[config.mk]
export PLATFORM = sky130hd
export DESIGN_NAME = simd_issue_unit_flat
export DESIGN_NICKNAME = d
export VERILOG_FILES = /design/src/rtl/simd_issue_unit_if.sv /design/src/rtl/simd_issue_unit.sv /design/src/flat_wrapper.sv
export SDC_FILE = /design/constraint.sdc
export NUM_CORES = 2
export LEC_CHECK = 0
export CORE_MARGIN = 2
export CORE_UTILIZATION = 64
export CTS_CLUSTER_SIZE = 25
export DETAILED_ROUTE_END_ITERATION = 7
export PLACE_DENSITY_LB_ADDON = 0.12
export SLEW_MARGIN = 20
export SYNTH_ARGS = -nofsm -noshare
export SYNTH_HDL_FRONTEND = slang
export SYNTH_SLANG_ARGS = --single-unit
[constraint.sdc]
create_clock -name clk -period 12.8 [get_ports clk]
set_input_delay 3.84 -clock clk [delete_from_list [all_inputs] [get_ports clk]]
set_output_delay 3.84 -clock clk [all_outputs]
set_load 0.02 [all_outputs]
[src/rtl/simd_issue_unit_if.sv]
// simd_issue_unit_if
//   Instruction issue handshake between an instruction source and the
//   simd_issue_unit.
//   Signals:
//     instr_valid   source -> unit  instruction offered
//     instr_ready   unit -> source  unit can accept an instruction
//     instr_opcode  source -> unit  00 ADD, 01 MUL, 10/11 illegal
//     instr_rd      source -> unit  destination register
//     instr_rs1     source -> unit  source A register
//     instr_rs2     source -> unit  source B register
//   Modports: master (instruction source), slave (simd_issue_unit).
interface simd_issue_unit_if #(
  parameter int ADDR_W = 3
);
  logic              instr_valid;
  logic              instr_ready;
  logic [1:0]        instr_opcode;
  logic [ADDR_W-1:0] instr_rd;
  logic [ADDR_W-1:0] instr_rs1;
  logic [ADDR_W-1:0] instr_rs2;

  modport master (
    output instr_valid, instr_opcode, instr_rd, instr_rs1, instr_rs2,
    input  instr_ready
  );

  modport slave (
    input  instr_valid, instr_opcode, instr_rd, instr_rs1, instr_rs2,
    output instr_ready
  );
endinterface

[src/rtl/simd_issue_unit.sv]
// simd_issue_unit
//   Issue/writeback stage in front of simd_core. Accepts one vector
//   instruction at a time, reads both operands from an internal vector
//   register file, presents them to the core, waits the core latency and
//   writes the core result back to the destination register. A host port
//   can preload and inspect the register file at any time.
//   Ports:
//     clk, reset      clock; synchronous active-high reset
//     instr           instruction handshake (slave side)
//     rf_wr_en/addr/data   host register write
//     rf_rd_addr/rf_rd_data host register read, 1-cycle latency
//     core_opcode/src_a/src_b registered operands to simd_core
//     core_result     result from simd_core
//     busy            instruction in flight
//     done            1-cycle pulse, writeback this cycle
//     err             1-cycle pulse, illegal opcode dropped
module simd_issue_unit #(
  parameter int NUM_REGS     = 8,
  parameter int ADDR_W       = 3,
  parameter int LANES        = 4,
  parameter int LANE_W       = 32,
  parameter int SIMD_LATENCY = 1
) (
  input  logic                     clk,
  input  logic                     reset,
  simd_issue_unit_if.slave         instr,
  input  logic                     rf_wr_en,
  input  logic [ADDR_W-1:0]        rf_wr_addr,
  input  logic [LANES*LANE_W-1:0]  rf_wr_data,
  input  logic [ADDR_W-1:0]        rf_rd_addr,
  output logic [LANES*LANE_W-1:0]  rf_rd_data,
  output logic [1:0]               core_opcode,
  output logic [LANES*LANE_W-1:0]  core_src_a,
  output logic [LANES*LANE_W-1:0]  core_src_b,
  input  logic [LANES*LANE_W-1:0]  core_result,
  output logic                     busy,
  output logic                     done,
  output logic                     err
);

  localparam int VW    = LANES * LANE_W;
  localparam int LAT_W = (SIMD_LATENCY < 2) ? 1 : $clog2(SIMD_LATENCY + 1);

  typedef enum logic [1:0] {
    IDLE = 2'b00,
    EXEC = 2'b01,
    WB   = 2'b10
  } state_t;

  state_t            state_r;
  state_t            state_next_s;
  logic [LAT_W-1:0]  lat_cnt_r;
  logic [ADDR_W-1:0] rd_r;
  logic              err_r;
  logic [VW-1:0]     rf_r [NUM_REGS];

  logic              ready_s;
  logic              accept_s;
  logic              legal_s;
  logic              wb_s;
  logic              host_we_s;

  assign instr.instr_ready = ready_s;

  // Next-state decode and status outputs; status is forced low while reset is held.
  always_comb begin
    state_next_s = state_r;
    ready_s      = 1'b0;
    accept_s     = 1'b0;
    wb_s         = 1'b0;
    legal_s      = ~instr.instr_opcode[1];
    busy         = 1'b0;
    done         = 1'b0;
    err          = 1'b0;

    case (state_r)
      IDLE: begin
        ready_s  = ~reset;
        accept_s = instr.instr_valid & ready_s;
        // Illegal opcodes are consumed without leaving IDLE.
        if (accept_s && legal_s) begin
          state_next_s = EXEC;
        end else begin
          state_next_s = IDLE;
        end
      end
      EXEC: begin
        if (lat_cnt_r == LAT_W'(1)) begin
          state_next_s = WB;
        end else begin
          state_next_s = EXEC;
        end
      end
      WB: begin
        wb_s         = 1'b1;
        state_next_s = IDLE;
      end
      default: begin
        state_next_s = IDLE;
      end
    endcase

    busy = (state_r != IDLE) & ~reset;
    done = wb_s & ~reset;
    err  = err_r & ~reset;

    // Writeback owns the port on a same-address collision.
    if (wb_s && (rf_wr_addr == rd_r)) begin
      host_we_s = 1'b0;
    end else begin
      host_we_s = rf_wr_en;
    end
  end

  // FSM state, latency counter, destination latch and core operand registers.
  always_ff @(posedge clk) begin
    if (reset) begin
      state_r     <= IDLE;
      lat_cnt_r   <= '0;
      rd_r        <= '0;
      err_r       <= 1'b0;
      core_opcode <= 2'b00;
      core_src_a  <= '0;
      core_src_b  <= '0;
    end else begin
      state_r <= state_next_s;
      err_r   <= accept_s & ~legal_s;
      if (accept_s && legal_s) begin
        // Operands come from the pre-edge file contents (read-before-write).
        core_opcode <= instr.instr_opcode;
        core_src_a  <= rf_r[instr.instr_rs1];
        core_src_b  <= rf_r[instr.instr_rs2];
        rd_r        <= instr.instr_rd;
        lat_cnt_r   <= LAT_W'(SIMD_LATENCY);
      end else if (state_r == EXEC) begin
        lat_cnt_r <= lat_cnt_r - LAT_W'(1);
      end else begin
        lat_cnt_r <= lat_cnt_r;
      end
    end
  end

  // Register file storage, host write, writeback and registered host read.
  always_ff @(posedge clk) begin
    if (reset) begin
      for (int i = 0; i < NUM_REGS; i++) begin
        rf_r[i] <= '0;
      end
      rf_rd_data <= '0;
    end else begin
      rf_rd_data <= rf_r[rf_rd_addr];
      if (host_we_s) begin
        rf_r[rf_wr_addr] <= rf_wr_data;
      end
      if (wb_s) begin
        rf_r[rd_r] <= core_result;
      end
    end
  end

endmodule
[src/flat_wrapper.sv]
// flat-port wrapper written by rule: the top's interface ports become plain ports
module simd_issue_unit_flat 
#(
  parameter int NUM_REGS     = 8,
  parameter int ADDR_W       = 3,
  parameter int LANES        = 4,
  parameter int LANE_W       = 32,
  parameter int SIMD_LATENCY = 1
)
  (clk, reset, rf_wr_en, rf_wr_addr, rf_wr_data, rf_rd_addr, rf_rd_data, core_opcode, core_src_a, core_src_b, core_result, busy, done, err, instr_instr_valid, instr_instr_opcode, instr_instr_rd, instr_instr_rs1, instr_instr_rs2, instr_instr_ready);
  simd_issue_unit_if #(.ADDR_W(ADDR_W)) instr_i ();
  input  logic clk;
  input  logic reset;
  input  logic rf_wr_en;
  input  logic [ADDR_W-1:0] rf_wr_addr;
  input  logic [LANES*LANE_W-1:0] rf_wr_data;
  input  logic [ADDR_W-1:0] rf_rd_addr;
  output logic [LANES*LANE_W-1:0] rf_rd_data;
  output logic [1:0] core_opcode;
  output logic [LANES*LANE_W-1:0] core_src_a;
  output logic [LANES*LANE_W-1:0] core_src_b;
  input  logic [LANES*LANE_W-1:0] core_result;
  output logic busy;
  output logic done;
  output logic err;
  input wire logic [$bits(instr_i.instr_valid)-1:0] instr_instr_valid;
  input wire logic [$bits(instr_i.instr_opcode)-1:0] instr_instr_opcode;
  input wire logic [$bits(instr_i.instr_rd)-1:0] instr_instr_rd;
  input wire logic [$bits(instr_i.instr_rs1)-1:0] instr_instr_rs1;
  input wire logic [$bits(instr_i.instr_rs2)-1:0] instr_instr_rs2;
  output wire logic [$bits(instr_i.instr_ready)-1:0] instr_instr_ready;
  assign instr_i.instr_valid = instr_instr_valid;
  assign instr_i.instr_opcode = instr_instr_opcode;
  assign instr_i.instr_rd = instr_instr_rd;
  assign instr_i.instr_rs1 = instr_instr_rs1;
  assign instr_i.instr_rs2 = instr_instr_rs2;
  assign instr_instr_ready = instr_i.instr_ready;
  simd_issue_unit #(.NUM_REGS(NUM_REGS), .ADDR_W(ADDR_W), .LANES(LANES), .LANE_W(LANE_W), .SIMD_LATENCY(SIMD_LATENCY)) u_core (.clk(clk), .reset(reset), .instr(instr_i), .rf_wr_en(rf_wr_en), .rf_wr_addr(rf_wr_addr), .rf_wr_data(rf_wr_data), .rf_rd_addr(rf_rd_addr), .rf_rd_data(rf_rd_data), .core_opcode(core_opcode), .core_src_a(core_src_a), .core_src_b(core_src_b), .core_result(core_result), .busy(busy), .done(done), .err(err));
endmodule
==> out/metrics.yaml <==
internal_power_mw: 8.600
placedCellCount: 6681
ctsResizeCount: 0
crit_path_max_fanout: 92
routabilityCongestion: 0.8587
tritoncts: "yes"
period_share_pct: 69.72
grt_use_total_pct: 42.10
post_cts_setup_buffers: 0
worst_slack_ns: 3.876
power_switching_mw: 3.027
placeableCoreArea_um2: 121900
flop_pwr_share_pct: 46.0
antenna_violations_before_repair: 74
placed_area_um2: 83970
post_synth_inst_count: 5238
firstDrtPassIters: 8
cts-htree-levels: 4
totalWireLength_mm: 268.5
final_nets: 5490
placement.io_buffers: 666
p_r_area_growth_vs_syn_pct: 13.69
fp.dieH_um: 354.4
timing.max_cap.violations: 0
worst-endpoint-required_ns: 8.96
drc: 2
vdd.ir_drop.worst_v: 0.0001397
synth_ff_type: "edfxtp_1"
achievable-frequency_mhz: 112.1
transition_time_of_the_tightest_slew_check_pin_ns: 1.274
clock_power_share_pct: 39.7
drive_gt1_share_pct: 21.38
grt_pass1_wl_mm: 389.1
finalSetupTns_ns: 0
finish.cell_count_without_fillers: 7032
grt_pass1_vias: 57770
rows: 128
count_of_flip_flops_with_a_built_in_enable_after_synthesis: 1024
postSynth.asyncResetShare_pct: 0
place.detailed.hpwl_mm: 141.8
holdWs_ns: 0.4713
slew_viol_final: 0
postCtsHoldBufs: 0
power_frac_comb_pct: 14.3
switching_part_of_the_total_power_pct: 26.03
cts_max_path_buffers: 3
num_io_pins: 667
timing.setup.critical_path_class: "primary input to output pin"
synthesis.area_per_instance_um2: 15.00
globalRouteOverflowTotal: 0
die_area_um2: 125600
worst_clock_skew_ns: 0.02435
buffer_cell_driving_the_clock_tree_root: "clkbuf_16"
finalWorstPathRequiredPeriod_ns: 8.924
yosysWarningCount: 0
synth-seq-area-share_pct: 49.13
pin_count_of_the_biggest_net_entering_global_routing: 216
drt_first_iter_violations: 10300
powerDensity_nw_per_um2: 130.1
worstHoldPathType: "flip-flop to flip-flop"
die_width_um: 354.4
synth.net_count: 5515
final-setup-viol-count: 0
critical-path-top-delay-family: "buffers and inverters"
antenna_left: 0
synth_area_um2: 78590
post_drt_wl_per_cell_um: 38.18
cts_num_sinks: 1417
layout.filler_cells: 7668
initial_utilization_pct: 64.49
cp_slowest_cell: "clkdlybuf4s50_1"
dpl_worst_slack_ns: 3.907
critPathBufInv: 2
cts_bufs_inserted: 153
final_hold_viol_count: 0
ys_ff_latch: 1417
worstPathCellList: "buf_8 -> nor3_1 -> clkdlybuf4s50_1"
timing.critical_path.slowest_cell_delay_ns: 0.57
maxSlewHeadroom_pct: 15.06
detail_route.vias_per_cell: 8.363
ys_types: 38
setup.worst_path.end_class: "output pin"
start_kind: "primary input"
route.vias.total: 58810
failed_checks: "DRC"
clkSlewWorstSetupHoldPaths_ns: 0.06
clock_latency_ns: 0.81
postLayoutCellArea_um2: 89360
total_leakage_power_nw: 29.42
rsz_0062_raised_after_global_routing: "false"
status: "finished with violations"
arrival_time_reported_for_the_critical_path_endpoint_ns: 5.08
==> per-stage QoR <==
step           utilization, %  power, mW
2_1_floorplan               -      6.469
3_3_place_gp            68.87      7.022
3_5_place_dp            68.89      7.056
4_1_cts                 73.14      11.58
5_1_grt                 73.29      11.88
6_report                73.32      11.63
==> routing by layer <==
metal	part of all wire [%]	GRT usage, %	wire length (um)
met1	32	53.93	86180
met3	15	11.62	40280
met2	47	63.64	125000
met5	0.092	0	248
met4	6.2	27.57	16730
==> sequential cells by signal, indices dropped and copies added (netlist names) <==
signal / cells
u_core.core_src_a: 128
u_core.lat_cnt_r: 1
u_core.core_opcode: 2
u_core.state_r: 2
u_core.core_src_b: 128
u_core.rd_r: 3
u_core.rf_r: 1024
u_core.err_r: 1
u_core.rf_rd_data: 128
==> cell type report <==
cell class | count | area, um2 | area share (%)
sequential | 1417 | 38620 | 43.22
multi-input combinational | 2875 | 35700 | 39.95
timing repair buffer | 763 | 7657 | 8.569
clock buffer | 212 | 4431 | 4.958
tap | 1625 | 2033 | 2.275
clock inverter | 75 | 745.7 | 0.8345
antenna | 62 | 155.1 | 0.1736
inverter | 3 | 18.77 | 0.02100
==> kinds of logic (layout without fill, tap and decap cells) <==
logic type,after synthesis,in the layout,share of synthesized area (%)
AO/OA/AOI/OAI,1557,1557,17.34
flip-flops,1417,1417,49.13
other,0,62,0
XOR/XNOR,3,3,0.03344
buffers and inverters,946,1053,5.653
multiplexers,1152,1152,26.90
AND/OR/NAND/NOR,163,163,0.9456
==> cell usage after synthesis, types with 2 or more instances <==
cell	n	share of area, %
a211o_1	8	0.089
mux4_2	768	22
buf_2	230	1.5
a211oi_2	4	0.064
nand3_1	4	0.025
xnor2_1	3	0.033
nor4bb_1	3	0.038
buf_6	22	0.32
a21oi_1	261	1.7
a211oi_1	252	2.4
dfxtp_1	393	10
inv_1	2	0.0096
nor4b_1	2	0.022
buf_1	314	1.5
edfxtp_1	1024	39
a32o_1	1024	13
clkbuf_1	260	1.2
mux2i_1	384	4.9
o21ai_0	5	0.032
and2_1	6	0.048
buf_4	116	1.1
and3_1	2	0.016
nor2b_1	5	0.040
nor2_1	132	0.63
==> power groups by stage <==
stage / Sequential, mW / Combinational, mW / Clock (mW)
detailed placement: 5.43 / 1.63 / 0
global placement: 5.41 / 1.61 / 0
global route: 5.36 / 1.72 / 4.79
CTS: 5.33 / 1.64 / 4.61
finish: 5.34 / 1.66 / 4.62
floorplan: 5.46 / 1.01 / 0
==> cells in the final DEF (no fill, tap or decap), types with 2 or more instances in the layout <==
cell type	synthesis	final
clkdlybuf4s50_1	0	656
nor2_1	132	132
inv_1	2	2
a41oi_4	0	2
clkbuf_8	0	23
clkbuf_4	1	3
buf_4	116	81
bufinv_16	0	14
nor4bb_4	0	2
inv_6	0	10
a211oi_1	252	252
nor2b_1	5	5
a211o_4	0	8
mux4_2	768	768
a211oi_2	4	4
edfxtp_1	1024	1024
a21oi_1	261	261
buf_8	0	9
clkinv_4	0	2
o21ai_0	5	5
and3_4	0	2
clkbuf_16	0	160
clkbuf_1	260	27
dfxtp_1	393	393
mux2i_1	384	384
buf_12	0	12
clkinv_2	0	26
and2_4	0	6
clkinv_1	0	22
a32o_1	1024	1024
xnor2_1	3	3
nand3_1	4	4
diode_2	0	62
buf_16	0	3
==> worst paths after layout <==
check | start | to | slack, ns | depth (start not counted)
min | u_core.core_opcode[1]$_SDFFE_PP0P_ | u_core.core_opcode[1]$_SDFFE_PP0P_ | 0.47 | 1
max | reset | instr_instr_ready | 3.88 | 3
max reg2reg | u_core.state_r[0]$_SDFF_PP0_ | u_core.rf_r[5][44]$_DFFE_PP_ | 7.63 | 6
min reg2reg | u_core.core_opcode[1]$_SDFFE_PP0P_ | u_core.core_opcode[1]$_SDFFE_PP0P_ | 0.47 | 1
Power figures use the tool's default switching activity.
